### src/rtl/hazard_ctrl.sv
// ============================================================================
//  Module      : hazard_ctrl
//  Description : Hazard controller for the five-stage RV32I pipeline.
//                Produces Execute-stage operand forwarding selects and the
//                stall/flush enables for the F/D/E/M pipeline registers.
//                Load-use stalls and taken-branch flushes are purely
//                combinational; multi-cycle data-memory waits are tracked by
//                a small FSM with a timeout watchdog that parks the core in
//                a sticky error state.
//  Revision    : 1.0 - initial release
// ============================================================================
`default_nettype none

module hazard_ctrl #(
  parameter int TIMEOUT = 255,
  parameter int CNT_W   = 16
) (
  input  logic             clk,
  input  logic             rst,
  input  logic [4:0]       Rs1_D,
  input  logic [4:0]       Rs2_D,
  input  logic [4:0]       Rs1_E,
  input  logic [4:0]       Rs2_E,
  input  logic [4:0]       RD_E,
  input  logic [4:0]       RD_M,
  input  logic [4:0]       RD_W,
  input  logic             RegWrite_M,
  input  logic             RegWrite_W,
  input  logic             ResultSrc_E,
  input  logic             PCSrc_E,
  input  logic             mem_req_M,
  input  logic             mem_ack,
  output logic [1:0]       ForwardA_E,
  output logic [1:0]       ForwardB_E,
  output logic             Stall_F,
  output logic             Stall_D,
  output logic             Stall_E,
  output logic             Stall_M,
  output logic             Flush_D,
  output logic             Flush_E,
  output logic             mem_err,
  output logic [CNT_W-1:0] stall_cycles,
  output logic [CNT_W-1:0] flush_count
);

  // Wait counter must be able to hold TIMEOUT-1; sized as ceil(log2(TIMEOUT+1)).
  localparam int                  c_WCNT_W    = $clog2(TIMEOUT + 1);
  localparam logic [c_WCNT_W-1:0] c_WCNT_LAST = c_WCNT_W'(TIMEOUT - 1);
  localparam logic [c_WCNT_W-1:0] c_WCNT_ONE  = c_WCNT_W'(1);
  localparam logic [CNT_W-1:0]    c_CNT_ONE   = CNT_W'(1);

  typedef enum logic [1:0] {
    S_RUN      = 2'd0,
    S_MEM_WAIT = 2'd1,
    S_ERR      = 2'd2
  } state_t;

  state_t              r_state;
  logic [c_WCNT_W-1:0] r_wait_cnt;
  logic                r_mem_err;
  logic [CNT_W-1:0]    r_stall_cycles;
  logic [CNT_W-1:0]    r_flush_count;

  logic w_mw;
  logic w_lu;

  // Forward select for one source: M stage beats W stage, x0 never forwarded.
  function automatic logic [1:0] fwd_sel(
    input logic [4:0] src,
    input logic       wr_m,
    input logic [4:0] rd_m,
    input logic       wr_w,
    input logic [4:0] rd_w
  );
    if (wr_m && (rd_m != 5'd0) && (rd_m == src)) begin
      return 2'b10;
    end else if (wr_w && (rd_w != 5'd0) && (rd_w == src)) begin
      return 2'b01;
    end else begin
      return 2'b00;
    end
  endfunction

  assign ForwardA_E = fwd_sel(Rs1_E, RegWrite_M, RD_M, RegWrite_W, RD_W);
  assign ForwardB_E = fwd_sel(Rs2_E, RegWrite_M, RD_M, RegWrite_W, RD_W);

  // Memory wait is visible in the very first cycle of an un-acked request,
  // so the stall does not depend on the FSM having entered MEM_WAIT yet.
  assign w_mw = mem_req_M & ~mem_ack;
  assign w_lu = ResultSrc_E & (RD_E != 5'd0) & ((RD_E == Rs1_D) | (RD_E == Rs2_D));

  // Stall/flush priority: error, memory wait, branch flush, load-use.
  always_comb begin
    Stall_F = 1'b0;
    Stall_D = 1'b0;
    Stall_E = 1'b0;
    Stall_M = 1'b0;
    Flush_D = 1'b0;
    Flush_E = 1'b0;
    if (rst) begin
      // Pipeline control is released while reset is held.
      Stall_F = 1'b0;
    end else if ((r_state == S_ERR) || w_mw) begin
      Stall_F = 1'b1;
      Stall_D = 1'b1;
      Stall_E = 1'b1;
      Stall_M = 1'b1;
    end else if (PCSrc_E) begin
      // The flush kills any load-use dependent, so no stall is needed.
      Flush_D = 1'b1;
      Flush_E = 1'b1;
    end else if (w_lu) begin
      Stall_F = 1'b1;
      Stall_D = 1'b1;
      Flush_E = 1'b1;
    end
  end

  // Memory-wait FSM; wait_cnt counts the wait cycles completed before the current one.
  always_ff @(posedge clk or posedge rst) begin
    if (rst) begin
      r_state    <= S_RUN;
      r_wait_cnt <= '0;
      r_mem_err  <= 1'b0;
    end else begin
      unique case (r_state)
        S_RUN, S_MEM_WAIT: begin
          if (w_mw) begin
            if (r_wait_cnt == c_WCNT_LAST) begin
              r_state   <= S_ERR;
              r_mem_err <= 1'b1;
            end else begin
              r_state    <= S_MEM_WAIT;
              r_wait_cnt <= r_wait_cnt + c_WCNT_ONE;
            end
          end else begin
            // Ack (or a withdrawn request) releases the pipeline.
            r_state    <= S_RUN;
            r_wait_cnt <= '0;
          end
        end
        S_ERR: begin
          r_state   <= S_ERR;
          r_mem_err <= 1'b1;
        end
        default: begin
          r_state    <= S_RUN;
          r_wait_cnt <= '0;
          r_mem_err  <= 1'b0;
        end
      endcase
    end
  end

  assign mem_err = r_mem_err;

  // Saturating performance counters, updated one cycle after the event.
  always_ff @(posedge clk or posedge rst) begin
    if (rst) begin
      r_stall_cycles <= '0;
      r_flush_count  <= '0;
    end else begin
      if (Stall_F && (r_stall_cycles != '1)) begin
        r_stall_cycles <= r_stall_cycles + c_CNT_ONE;
      end
      if (Flush_D && (r_flush_count != '1)) begin
        r_flush_count <= r_flush_count + c_CNT_ONE;
      end
    end
  end

  assign stall_cycles = r_stall_cycles;
  assign flush_count  = r_flush_count;

endmodule

`default_nettype wire
### config.mk
export PLATFORM = sky130hd
export DESIGN_NAME = hazard_ctrl
export DESIGN_NICKNAME = d
export VERILOG_FILES = /design/src/rtl/hazard_ctrl.sv
export SDC_FILE = /design/constraint.sdc
export NUM_CORES = 1
export LEC_CHECK = 0
export CORE_MARGIN = 5
export CORE_UTILIZATION = 50
export DETAILED_ROUTE_END_ITERATION = 6
export GPL_ROUTABILITY_DRIVEN = 0
export PLACE_DENSITY_LB_ADDON = 0.05
export SYNTH_ARGS = -nofsm -noshare
export SYNTH_HDL_FRONTEND = slang
export SYNTH_SLANG_ARGS = --single-unit
### constraint.sdc
create_clock -name clk -period 3.69 [get_ports clk]
set_input_delay 0.5535 -clock clk [delete_from_list [all_inputs] [get_ports clk]]
set_output_delay 0.5535 -clock clk [all_outputs]
set_load 0.03 [all_outputs]
### Word-level counts from Yosys, hierarchy flattened

Index checks and enable logic that the tools add are counted.

| storage, ports and cells | value |
|---|---|
| flip-flop bits (word level) | 43 |
| bits of input ports | 43 |
| output and inout port bits | 43 |

| cells by class | value |
|---|---|
| add/subtract/negate cells | 3 |
| equal/unequal tests | 14 |
| multiplexer cells | 25 |
| bitwise operators | 6 |
| reduce and logical (&&, ||, !) cells | 16 |

Operators with widths:

| cell | count |
|---|---|
| 16-bit by 1-bit adder with 16-bit output (second input constant) | 2 |
| 16-bit inequality test (second input constant) | 2 |
| 5-bit == test | 6 |
| 1-bit two-way mux | 16 |
| 8-bit two-way mux | 2 |
| 8-bit one-hot mux with 2 select lines | 1 |
| 5-bit nonzero test | 3 |
| 8-bit by 1-bit adder with 8-bit output (second input constant) | 1 |
| 8-bit == test (second input constant) | 1 |
| 1-bit logical AND | 8 |
| 2-bit two-way mux | 4 |
| 2-bit inequality test (second input constant) | 2 |
| 2-bit one-hot mux with 2 select lines | 1 |
| 2-bit AND reduction | 2 |
| 1-bit AND | 3 |
| 3-bit inequality test (second input constant) | 1 |
| 2-bit by 1-bit == test with 1-bit output (second input constant) | 1 |
| 2-bit == test (second input constant) | 1 |
| 2-bit logical NOT | 1 |
| 1-bit NOT | 2 |
| 1-bit one-hot mux with 2 select lines | 1 |
| 2-bit OR reduction | 1 |
| 1-bit logical OR | 1 |
| 1-bit bitwise OR | 1 |

### Logic depth before layout (Yosys ltp)

| depth | value |
|---|---|
| depth in word-level cells | 8 |
| mapped depth | 8 |
| mapped depth without buffers | 7 |

### Worst setup path before layout

Ideal clock, no wire load.

| path | value |
|---|---|
| kind | input port to output port |
| start point | input port RD_M[1] |
| end point | output port ForwardA_E[0] |
| data arrival time | 2.435 ns |
| setup slack | 0.702 ns |
| stages | 4 |
| path buffers | 0 |
| cell sequence | or4_1 o21ai_1 nor4_1 nor4_1 |

| on the way | value |
|---|---|
| cells in the longest elaborated chain, start to end | 4 |
| elaborated cells between the ends (all ways) | 5 |
| those cells by class | eq/ne: 1; mux: 1; reduce/logical: 3 |

RTL lines:

| item | RTL line | RTL |
|---|---|---|
| from (decl) | 25 | `input logic [4:0] RD_M,` |
| 5-bit nonzero test | 75 | `if (wr_m && (rd_m != 5'd0) && (rd_m == src)) begin` |
| 1-bit logical AND | 75 |  |
| 1-bit logical AND * | 75 |  |
| 2-bit two-way mux * | 75 |  |
| to (decl) | 33 | `output logic [1:0] ForwardA_E,` |

Mark *: on every way between the ends. The rest lies on a longest branch, timed or not.

### Worst setup path in the final report

Same ends and word-level chain as after synthesis.

==> reports/metrics.cfg <==
[synthesis]
synthTopCellsByCount = 43 x dfrtp_1, 33 x xnor2_1, 30 x xor2_1
synth_area_leader_cell = dfrtp_1
yosysWarningCount = 0
synth_xor_xnor_area_share_pct = 21.44
synth_most_common_cell = dfrtp_1
avgSynthCellArea_um2 = 10.29
synth_cell_types = 44
ys_seq_elements = 43
postSynth.asyncResetShare_pct = 100.0
synth_top_family_by_area = simple AND/OR/NAND/NOR gates
syn-instance-count = 250
synth_fp_nets = 297
synth_edf_count = 0
yosysSeqAreaShare_pct = 41.81
synth.cell_area_um2 = 2574
synth_top_area_share_pct = 41.81
synthAdderAreaFrac_pct = 1.945
synthMuxAreaShare_pct = 0.4375
ys.flop_type = dfrtp_1
synth.area.top_cells = dfrtp_1 42%, xnor2_1 11%, xor2_1 10%, nand4_1 4.1%, nand2_1 2.8%
synth-compound-area-share_pct = 6.077
synth_simple_gate_area_share_pct = 25.33

[worst_setup_path]
start_kind = input pin
cp_num_buf_inv = 2
crit_path_start = RD_M[1]
cp_slowest_stage_delay_ps = 720
rr_startpoint = stall_cycles[6]
critPathArrivalTime_ps = 2850
crit_fanout = 3
critical_path_class = input pin to output port
critPathCaptureType = output port
crit_required_ps = 3140
crit_chain = clkdlybuf4s50_1 > or4_1 > o21ai_1 > nor4_1 > nor4_1 > clkdlybuf4s50_1
path_delay_family = buffers and inverters
critPathSlowestCell = clkdlybuf4s50_1

[timing]
relSlewSlack_pct = 74.28
rsz0062_at_grt = no
period_needed_ps = 3399
fin_crit_sh_pct = 92.11
setup_tns_ps = 0
final.setup_skew_ps = 9.127
finalHoldViolations = 0
worst_pin_slew_ps = 384.4
finalSetupViolCount = 0
report.final.slew_viol_count = 0
fmax_mhz = 294.2

[cts]
cts-root-buf = clkbuf_8
postCtsSetupBuffers = 0
cts_tree = yes
clock_path_buffers = 2
clock-sinks = 43
clk-insertion-delay-late_ps = 290
cts_made_buffers = 5
cts-resized-gates = 0
cts.clk_slew.worst_paths_ps = 80
h-tree-depth = 2
holdBufCountCts = 0

[global_routing]
grt_pass1_wl_mm = 9.328
antenna_found_initial = 0
grt_max_degree = 25
grt.total_usage_pct = 17.40
grt_pass1_vias = 2081
gr-total-overflow = 0

[final_layout]
utilization_pct = 71.34
nNetsFinal = 387
drive_gt1_share_pct = 8.504
finalNonFillerCells = 411
synthToLayoutAreaGrowth_pct = 39.77
num_antenna_cells = 0

[drt]
drt-wirelength-per-cell_um = 13.80
vias = 2106
wl_mm = 5.670
dr.pass1.iters = 4
drt_iter0_markers = 80
drt.antenna.violating_nets = 0
routed_via_density = 5.124
drc = 0

[status]
outcome = complete, no violations

[worst_hold_path]
hp-class = flop to flop
worstHoldStart = r_wait_cnt[7]

[floorplan]
die-height_um = 81.75
initial_core_util_pct = 51.04
rows = 26
core_um2 = 5042
die-width_um = 81.75
io_pins = 86
die_area_um2 = 6682

[power_and_ir_drop]
p_leak_uw = 0.001456
ir_drop_mv = 0.2354
powerDensity_nw_per_um2 = 396.3

[place]
numPortBuffers = 85
dp_cells = 403
post-dp-hpwl_mm = 4.627

[job]
max_cap_viol_count = 0

-- report_power, final --
part	switching [uW]	internal (uW)	leakage, uW
Clock	164	202	0.0000581
Combinational	239	216	0.000822
Sequential	76.2	528	0.000575
Total	479	946	0.00146
-- state kept, by name (all words and copies together) (netlist names) --
register      count
flush_count      16
stall_cycles     16
r_wait_cnt        8
r_state           2
mem_err           1
-- worst register-to-register path, delay by kind of cell (launching register included) --
kind	cells	cell delay, ps
simple gates	5	1160
mux	1	320
flops	1	440
-- cell type report --
cell class,count,area (um^2)
inverter,7,26.28
clock inverter,3,43.79
fill,396,1445
tap,70,87.58
clock buffer,5,68.82
multi-input combinational,195,1421
sequential,43,1076
timing repair buffer,88,873.3
-- kinds of logic after synthesis --
kind of cell             count (synthesis)
multiplexers                             1
flip-flops                              43
buffers and inverters                   12
XOR/XNOR                                63
adder cells (fa/ha/maj)                  4
AO/OA/AOI/OAI                           21
AND/OR/NAND/NOR                        106
-- worst paths after layout --
kind                                     to  slack [ps]  cells after the start
setup reg to reg            stall_cycles[1]        1650                      6
hold reg to reg               r_wait_cnt[7]         480                      1
hold / removal                r_wait_cnt[7]         480                      1
max in group asynchronous  stall_cycles[14]        2720                      3
setup / recovery              ForwardA_E[0]         290                      6
min in group asynchronous     r_wait_cnt[7]         710                      3
-- per-stage QoR --
step,cell area (um^2),worst slack (ps),hold WS (ps),total power [uW]
after CTS,3597,305.8,478.6,1444
after global routing,3597,140.9,520.2,1504
final,3597,291.3,485.0,1425
after floorplan,2574,702.0,440.7,858.4
after detailed placement,3485,288.8,461.2,1075
after global placement,3485,345.3,462.7,1066
-- per-layer routing --
metal  GRT usage [%]  part of all wire [%]
met3           4.167                   5.2
met2           31.42                    51
met5               0                     0
met1           21.40                    44
met4           2.492                  0.37
-- placed cells by master, fill, tap and decap left out, types with 2 or more instances in the layout --
cell and count:
nand4_1 17, nand3_2 6, nand2_2 2, nand2b_1 3, clkdlybuf4s50_1 85, or4_1 6, buf_4 3, inv_1 7
nor4_1 4, o21ai_1 5, ha_1 4, xnor2_1 33, and3_1 6, xor2_1 30, nor2_1 17, o21ai_0 2
nor3_1 6, o31ai_1 2, dfrtp_1 43, o21a_1 2, a21oi_1 3, nand2_1 19, nand3_1 6, and4_1 4
clkbuf_8 5
Note: power is estimated with default switching activity, not from simulation.
